==> src/rtl/serial_adder_ctrl.sv <==
// Bit-serial adder: one shared full adder processes an operand pair LSB-first,
// one bit per clock, and publishes {cout, sum} on completion with a done pulse.

module full_adder (
  input  logic a,
  input  logic b,
  input  logic cin,
  output logic sum,
  output logic cout
);
  assign sum  = a ^ b ^ cin;
  assign cout = (a & b) | (cin & (a ^ b));
endmodule

module serial_adder_ctrl #(
  parameter int unsigned WIDTH = 8
) (
  input  logic             clk,
  input  logic             rst_n,
  input  logic             start,
  input  logic [WIDTH-1:0] a,
  input  logic [WIDTH-1:0] b,
  input  logic             cin,
  output logic             busy,
  output logic             done,
  output logic [WIDTH-1:0] sum,
  output logic             cout
);

  // One extra bit so the counter can reach WIDTH without wrapping.
  localparam int unsigned CNT_W = $clog2(WIDTH) + 1;

  typedef enum logic [1:0] {
    IDLE = 2'd0,
    RUN  = 2'd1,
    DONE = 2'd2
  } state_t;

  state_t             state;
  state_t             state_nxt;
  logic [WIDTH-1:0]   a_sh;
  logic [WIDTH-1:0]   b_sh;
  logic [WIDTH-1:0]   psum;
  logic               carry;
  logic [CNT_W-1:0]   cnt;
  logic               fa_sum;
  logic               fa_cout;
  logic               last_bit_c;
  logic [WIDTH-1:0]   psum_nxt_c;

  full_adder u_fa (
    .a    (a_sh[0]),
    .b    (b_sh[0]),
    .cin  (carry),
    .sum  (fa_sum),
    .cout (fa_cout)
  );

  assign last_bit_c = (cnt == CNT_W'(WIDTH - 1));
  // New bit enters at the MSB; after WIDTH shifts bit 0 sits at the LSB.
  assign psum_nxt_c = WIDTH'({fa_sum, psum} >> 1);

  // State register
  always_ff @(posedge clk or negedge rst_n) begin
    if (!rst_n) begin
      state <= IDLE;
    end else begin
      state <= state_nxt;
    end
  end

  // Next-state logic
  always_comb begin
    state_nxt = state;
    case (state)
      IDLE:    if (start) state_nxt = RUN;
      RUN:     if (last_bit_c) state_nxt = DONE;
      DONE:    state_nxt = IDLE;
      default: state_nxt = IDLE;
    endcase
  end

  // Status flags registered from the next state so they track state exactly
  always_ff @(posedge clk or negedge rst_n) begin
    if (!rst_n) begin
      busy <= 1'b0;
      done <= 1'b0;
    end else begin
      busy <= (state_nxt == RUN);
      done <= (state_nxt == DONE);
    end
  end

  // Operand capture, bit-serial datapath and result publication
  always_ff @(posedge clk or negedge rst_n) begin
    if (!rst_n) begin
      a_sh  <= '0;
      b_sh  <= '0;
      psum  <= '0;
      carry <= 1'b0;
      cnt   <= '0;
      sum   <= '0;
      cout  <= 1'b0;
    end else begin
      case (state)
        IDLE: begin
          if (start) begin
            a_sh  <= a;
            b_sh  <= b;
            psum  <= '0;
            carry <= cin;
            cnt   <= '0;
          end
        end
        RUN: begin
          psum  <= psum_nxt_c;
          carry <= fa_cout;
          a_sh  <= a_sh >> 1;
          b_sh  <= b_sh >> 1;
          cnt   <= cnt + CNT_W'(1);
          if (last_bit_c) begin
            sum  <= psum_nxt_c;
            cout <= fa_cout;
          end
        end
        default: ;
      endcase
    end
  end

endmodule
==> config.mk <==
export PLATFORM = sky130hd
export DESIGN_NAME = serial_adder_ctrl
export DESIGN_NICKNAME = d
export VERILOG_FILES = /design/src/rtl/serial_adder_ctrl.sv
export SDC_FILE = /design/constraint.sdc
export NUM_CORES = 1
export LEC_CHECK = 0
export CORE_MARGIN = 2
export CORE_UTILIZATION = 48
export CTS_BUF_LIST = sky130_fd_sc_hd__clkbuf_8
export DETAILED_ROUTE_END_ITERATION = 8
export PLACE_DENSITY_LB_ADDON = 0.12
export SYNTH_ARGS = -nofsm -noshare
export SYNTH_HDL_FRONTEND = slang
export SYNTH_SLANG_ARGS = --single-unit
==> constraint.sdc <==
create_clock -name clk -period 1.6 [get_ports clk]
set_input_delay 0.24 -clock clk [delete_from_list [all_inputs] [get_ports clk]]
set_output_delay 0.24 -clock clk [all_outputs]
set_load 0.02 [all_outputs]
-- After elaboration in Yosys (flattened, before gate mapping)
Cells that the tools add are included.
- muxes and demuxes: 13
- reductions and logical operators: 4
- eq/ne operators: 5
- $add $sub $neg: 1
- bitwise operators: 5
- operator list (kind ; number):
    case mux 8 bit (2 select lines) ; 3
    2-to-1 mux 8 bit ; 3
    case mux 4 bit (2 select lines) ; 1
    adder 4 x 1 -> 4 bit (second input constant) ; 1
    equality test 2 x 1 -> 1 bit (second input constant) ; 2
    equality test 4 x 3 -> 1 bit (second input constant) ; 1
    2-to-1 mux 2 bit ; 2
    2-to-1 mux 4 bit ; 1
    case mux 2 bit (2 select lines) ; 1
    AND reduction 2 bit ; 2
    bitwise AND 1 bit ; 2
    equality test 2 bit (second input constant) ; 1
    logical NOT 2 bit ; 1
    != test 2 bit (second input constant) ; 1
    case mux 1 bit (2 select lines) ; 1
    nonzero test 2 bit ; 1
    bitwise XOR 1 bit ; 2
    2-to-1 mux 1 bit ; 1
    OR 1 bit ; 1
- output and inout bits: 11
- register bits: 42

-- Longest topological paths before layout
Gate-level depths: netlist (run 1).
- word-level depth: 4
- gate-level depth with buffers: 5
- mapped depth without buffers: 4

-- Cells and area by module
From an unflattened synthesis (run 1), not the netlist that was laid out.
- cell total of the unflattened synthesis: 158
- area total of the unflattened synthesis: 1803.0 um^2
- modules (own cells, without submodules) (module ; instances ; cells each ; area each (um^2)):
    serial_adder_ctrl ; 1 ; 157 ; 1783.0
    full_adder ; 1 ; 1 ; 20.0

-- Least setup slack after synthesis (run 1)
No wires, ideal clock.
- kind: flip-flop to flip-flop
- start point: register state[1]
- end point: register sum[0]
- setup time: 0.125 ns
- setup slack: 0.067 ns
- path buffers: 1
- arrival time: 1.408 ns
- stages on the path, launching flop included: 5
- required time: 1.475 ns
- cell sequence: dfrtp_1 -> nand2b_1 -> buf_6 -> nor3_4 -> mux2_2
- longest elaborated chain between the ends: 2
- ends and longest elaborated chain (what ; RTL line ; text):
    start: declaration ; 39 ; state_t state;
    start signal: assignment ; 68 ; state <= state_nxt;
    equality test 2 x 1 -> 1 bit ; 105 ; case (state)
    AND reduction 2 bit (no source line) ; -- ;
    end signal: assignment ; 122 ; sum <= psum_nxt_c;
    end: declaration ; 26 ; output logic [WIDTH-1:0] sum,
Every way passes these cells.
A chain may end at the register's enable or synchronous reset.

-- Worst setup path after layout (run 1)
- start point: register cnt[0]
- end point: register sum[5]
- longest elaborated chain between the ends: 2
- ends and longest elaborated chain (what ; RTL line ; text):
    start: declaration ; 45 ; logic [CNT_W-1:0] cnt;
    start signal: assignment ; 120 ; cnt <= cnt + CNT_W'(1);
    equality test 4 x 3 -> 1 bit ; 59 ; assign last_bit_c = (cnt == CNT_W'(WIDTH - 1));
    AND reduction 2 bit (no source line) ; -- ;
Every way passes these cells.

==> results_dict.tcl, run 1 <==
set metrics [dict create \
    crit_arrival_ns 1.72 \
    worst_pin_slew_ns 0.5022 \
    diodes 0 \
    core_area_um2 3363 \
    end_kind "flop" \
    h-tree-depth 2 \
    hold_path.class "in -> async" \
    synth.area.mux_share_pct 6.444 \
    syn_area_per_cell_um2 10.83 \
    final_antenna_net_count 0 \
    synth_warnings 0 \
    drt_iter0_markers 57 \
    antenna_found_initial 0 \
    max_slew_margin_pct 66.52 \
    layout-drive-gt1-share_pct 15.08 \
    power_density_nw_per_um2 1840 \
    period_needed_ns 1.543 \
    ys_ff_latch 41 \
    grt.total_usage_pct 17.91 \
    cts_buffers 5 \
    outcome "finished, final reports clean" \
    startpoint_type "flop" \
    synthXorXnorAreaFrac_pct 0 \
    seq_area_frac_synth_pct 60.74 \
    cts-root-buf "clkbuf_8" \
    syn-num-nets 178 \
    syn_area_um2 1689 \
    reg2regPathDepth 5 \
    vdd_ir_drop_max_mv 1.255 \
    grt_pass1_vias 1164 \
    drcViolationCount 0 \
    portBuffers 30 \
    fin_nets 220 \
    synth_cells 156 \
    grt_first_pass_wirelength_mm 5.464 \
    dieArea_um2 4009 \
    cts_tree "built" \
    fmax_mhz 647.9 \
    synth_top_area_share_pct 60.74 \
    clkLatencyLatePin_ns 0.28 \
    vias 1241 \
    synth_most_common_cell "nand2_1" \
    clkTransAtPathRegs_ns 0.08 \
    critPathSlowestCell "dfrtp_1" \
    place.gp.congestion 0.8000 \
    finClkSkew_ns 0.002139 \
    max_stage_delay_ns 0.39 \
    rows 21 \
    ys_types 26 \
    required_ns 1.78 \
    die_w_um 63.32 \
    vias_per_cell 5.065 \
    grt_max_degree 23 \
    wl_per_cell_um 13.04 \
    synth_edf_count 0 \
    cp_max_fo 8 \
    synth_commonest_cells "nand2_1 (47), dfrtp_1 (41), a22oi_1 (12), nand3_1 (10)" \
    slew_violations 0 \
    synth_area_leader_cell "dfrtp_1" \
    path_cells "ha_1 > nand2_1 > nor3_4 > buf_12 > mux2_2" \
    start_util_pct 50.22 \
    total_power_w 0.004133 \
    drt-total-wl_mm 3.194 \
    rrSetupSlack_ns 0.06 \
    firstDrtPassIters 4 \
    synthFlopType "dfrtp_1" \
    overflow 0 \
    syn_to_final_growth_pct 32.96 \
    synth_compound_area_share_pct 9.407 \
    maxCapViolCount 0 \
    critical_path.top_delay_family "flip-flops" \
    synth_fa_ha_area_share_pct 1.926 \
    place_area_um2 2100 \
    clk_path_buf_depth 2 \
    synth.area.top_cells "dfrtp_1 (61%), nand2_1 (10%), a22oi_1 (5.3%)" \
    nFillCells 268 \
    ys_async_sr_fraction_pct 100.0 \
    path_depth 5 \
    finalCritPeriodShare_pct 96.46 \
    die_y_um 63.32 \
    finalSetupViolCount 0 \
    place_ws_ns -0.06742 \
    setup.worst_path.class "reg -> reg" \
    cp_num_buf_inv 1 \
    synthSimpleGateAreaFrac_pct 17.93 \
    finalHoldViolations 0 \
    synth_top_family_by_area "simple AND/OR/NAND/NOR gates" \
    worst_slack_ns 0.05659 \
    fin_tns_setup_ns 0 \
    cts_num_sinks 41 \
    postLayoutCoreUtil_pct 66.78 \
    power.leakage_nw 1.078 \
    hpwlAfterDp_mm 2.249 \
    io-pin-count 31 \
    final_area_um2 2246 \
]
## sequential cells by signal, indices dropped and copies added, names as in the netlist
| signal | count |
|---|---|
| cnt | 4 |
| state | 2 |
| a_sh | 8 |
| busy | 1 |
| sum | 8 |
| psum | 7 |
| done | 1 |
| b_sh | 8 |
| cout | 1 |
| carry | 1 |
## cells in the final DEF, fill, tap and decap left out, drive strengths merged, types with 3 or more instances in the layout
| master | count |
|---|---|
| nand2 | 47 |
| dfrtp | 41 |
| clkdlybuf4s50 | 29 |
| buf | 13 |
| a22oi | 12 |
| nand3 | 10 |
| inv | 7 |
| mux2 | 7 |
| clkbuf | 6 |
| o21ai | 3 |
| mux2i | 3 |
## final cells by class
type                            count  area (um2)  area share, %
Sequential cell                    41        1026          45.68
Multi-Input combinational cell    101       603.1          26.85
Timing Repair Buffer               43       420.4          18.72
Clock buffer                        6       82.58          3.677
Tap cell                           46       57.56          2.563
Clock inverter                      2       33.78          1.504
Inverter                            6       22.52          1.003
## stage by stage
stage	hold slack, ns	cells
after floorplan	-0.05559	156
after global placement	0.2303	235
after detailed placement	0.2318	235
after CTS	0.4647	244
after global routing	0.5018	245
final	0.4472	245
## timing repair
action | 4_1_cts | 5_1_grt
endpoints found under the setup margin | 0 | 9
hold buffers | 1 | 0
resized for setup | 0 | 0
hold endpoints to repair | 20 | 0
setup buffers | 0 | 1
## per-layer routing
metal  vias to the layer above  share of wire, %  global-route usage, %
met1                       599                47                  25.21
met3                         2               4.2                  3.393
met2                        30                48                  26.97
met4                         0              0.59                  8.152
li1                        610                 -                      -
met5                         -                 0                      0
## report_power, final
part | switching (W) | internal [W] | leakage (nW)
Combinational | 0.000801 | 0.000753 | 0.490
Clock | 0.000338 | 0.000502 | 0.0626
Sequential | 0.000270 | 0.00147 | 0.525
## logic make-up after synthesis
kind of cell               count (synthesis)
and+or+nand+nor                           67
DFF                                       41
AOI/OAI and AO/OA                         22
buffers and inverters                     14
muxes                                     10
adders and majority gates                  2
## worst paths after layout
path | start | endpoint
min reg2reg | a_sh[4]$_DFFE_PN0P_ | a_sh[4]$_DFFE_PN0P_
max reg2reg | cnt[0]$_DFFE_PN0P_ | sum[5]$_DFFE_PN0P_
max | cnt[0]$_DFFE_PN0P_ | sum[5]$_DFFE_PN0P_
max in group asynchronous | rst_n | state[1]$_DFF_PN0_
min | rst_n | sum[2]$_DFFE_PN0P_
min in group clk | a_sh[4]$_DFFE_PN0P_ | a_sh[4]$_DFFE_PN0P_
Note: power is estimated with default switching activity, not from simulation.
==> run 2, diff against run 1 <==
GPL_TIMING_DRIVEN = 0   (was not set)
SLEW_MARGIN = 20   (was not set)
==> run 2 against run 1 <==
Clock skew up 0.0018 ns. Die area unchanged. Combinational power about the same. Final cell count unchanged.
==> results_dict.tcl, run 2 (synthesis gave the netlist of run 1 again) <==
set metrics [dict create \
    grt_first_pass_wirelength_mm 5.416 \
    layout-drive-gt1-share_pct 13.07 \
    h-tree-depth 2 \
    place_ws_ns -0.3609 \
    io-pin-count 31 \
    worst_slack_ns 0.04134 \
    reg_top3 "a_sh: 8 flops, b_sh: 8 flops, sum: 8 flops" \
    clkLatencyLatePin_ns 0.28 \
    critPathSlowestCell "dfrtp_1" \
    wl_per_cell_um 13.09 \
    worst_hold_slack_ns 0.4583 \
    portBuffers 30 \
    drt-total-wl_mm 3.208 \
    power.leakage_nw 1.065 \
    fmax_mhz 641.6 \
    slew_violations 0 \
    clk_path_buf_depth 2 \
    finClkSkew_ns 0.003890 \
    cts_buffers 5 \
    antenna_found_initial 0 \
    final_antenna_net_count 0 \
    most-common-layout-cells "nand2_1 (47), dfrtp_1 (41), clkdlybuf4s50_1 (29), a22oi_1 (12), nand3_1 (10)" \
    max_stage_delay_ns 0.42 \
    critical_path.top_delay_family "flip-flops" \
    diodes 0 \
    cts_num_sinks 41 \
    drt_iter0_markers 82 \
    max_slew_margin_pct 66.17 \
    fin_tns_setup_ns 0 \
    finalHoldViolations 0 \
    finalSetupViolCount 0 \
    outcome "finished, final reports clean" \
    rows 21 \
    vias 1262 \
    finalCritPeriodShare_pct 97.42 \
    hpwlAfterDp_mm 2.302 \
    path_cells "nand2b_1 > buf_6 > nor3_4 > buf_12 > mux2_2" \
    layout.cells.non_filler 245 \
    final_common_cell "nand2_1" \
    cts-root-buf "clkbuf_8" \
    rrSetupSlack_ns 0.04 \
    vias_per_cell 5.151 \
    cp_num_buf_inv 2 \
    syn_to_final_growth_pct 30.74 \
    die_w_um 63.32 \
    placedCellCount 233 \
    nFillCells 288 \
    grt_max_degree 22 \
    crit_arrival_ns 1.73 \
    grt.total_usage_pct 17.42 \
    clkTransAtPathRegs_ns 0.07 \
    dieArea_um2 4009 \
    grt_pass1_vias 1137 \
    setup.worst_path.class "reg -> reg" \
    vdd_ir_drop_max_mv 0.8394 \
    place.gp.congestion 0.7115 \
    worst_pin_slew_ns 0.5075 \
    drcViolationCount 0 \
    hold_path.class "in -> async" \
    startpoint_type "flop" \
    core_area_um2 3363 \
    power_density_nw_per_um2 1760 \
    period_needed_ns 1.559 \
    postLayoutCoreUtil_pct 65.66 \
    start_util_pct 50.22 \
    overflow 0 \
    die_y_um 63.32 \
    fin_nets 220 \
    firstDrtPassIters 4 \
    maxCapViolCount 0 \
    cts_tree "built" \
    end_kind "flop" \
    cp_max_fo 10 \
    required_ns 1.77 \
]
==> run 2: changes by cell type in the layout (fill, tap and decap cells not counted), sizes merged <==
cell    previous run  this run
clkbuf             6        11
bufinv             1         0
buf               13         7
inv                7         9
==> run 2: power breakdown <==
group	internal [W]	switching, W
clock network	0.000290	0.000312
registers	0.00147	0.000261
logic	0.000724	0.000829
==> run 2: worst reg2reg max path, stage by stage, from the launching register on <==
cell and delay (ns):
dfrtp_1 0.42, nand2b_1 0.17, buf_6 0.15, nor3_4 0.22, buf_12 0.16, mux2_2 0.33
==> run 2: per-layer routing <==
metal	global-route usage (%)	vias to the layer above	share of wire, %
li1	-	610	-
met1	24.17	612	46
met2	26.58	38	49
met3	4.821	2	4.9
met4	5.707	0	0.53
met5	0	-	0
==> run 2: path summary, 6_finish.rpt <==
path                                     start  depth (start not counted)             endpoint
min in group clk           a_sh[1]$_DFFE_PN0P_                          2  a_sh[1]$_DFFE_PN0P_
max                         state[1]$_DFF_PN0_                          5   sum[2]$_DFFE_PN0P_
min reg2reg                a_sh[1]$_DFFE_PN0P_                          2  a_sh[1]$_DFFE_PN0P_
max reg2reg                 state[1]$_DFF_PN0_                          5   sum[2]$_DFFE_PN0P_
min                                      rst_n                          2  psum[4]$_DFFE_PN0P_
max in group asynchronous                rst_n                          3  b_sh[6]$_DFFE_PN0P_
==> run 2: what timing repair did <==
item,in CTS,in global routing
endpoints found under the hold margin,20,0
pin swaps,1,1
gates resized for setup,3,4
endpoints found under the setup margin,18,21
hold buffers,1,0
buffers inserted,3,1
==> run 2: layout make-up <==
class,count,area (um2),share of cell area [%]
Timing Repair Buffer,36,375.4,17.00
Buffer,7,40.04,1.813
Clock inverter,3,11.26,0.5099
Clock buffer,5,68.82,3.116
Tap cell,46,57.56,2.606
Inverter,6,22.52,1.020
Multi-Input combinational cell,101,606.8,27.48
Sequential cell,41,1026,46.46
==> run 2: metrics by stage <==
stage	total power [W]	cell area [um2]
after global routing	0.004194	2208
after CTS	0.003917	2202
after detailed placement	0.003274	2069
final	0.003886	2208
after global placement	0.003182	2047
after floorplan	0.002692	1689
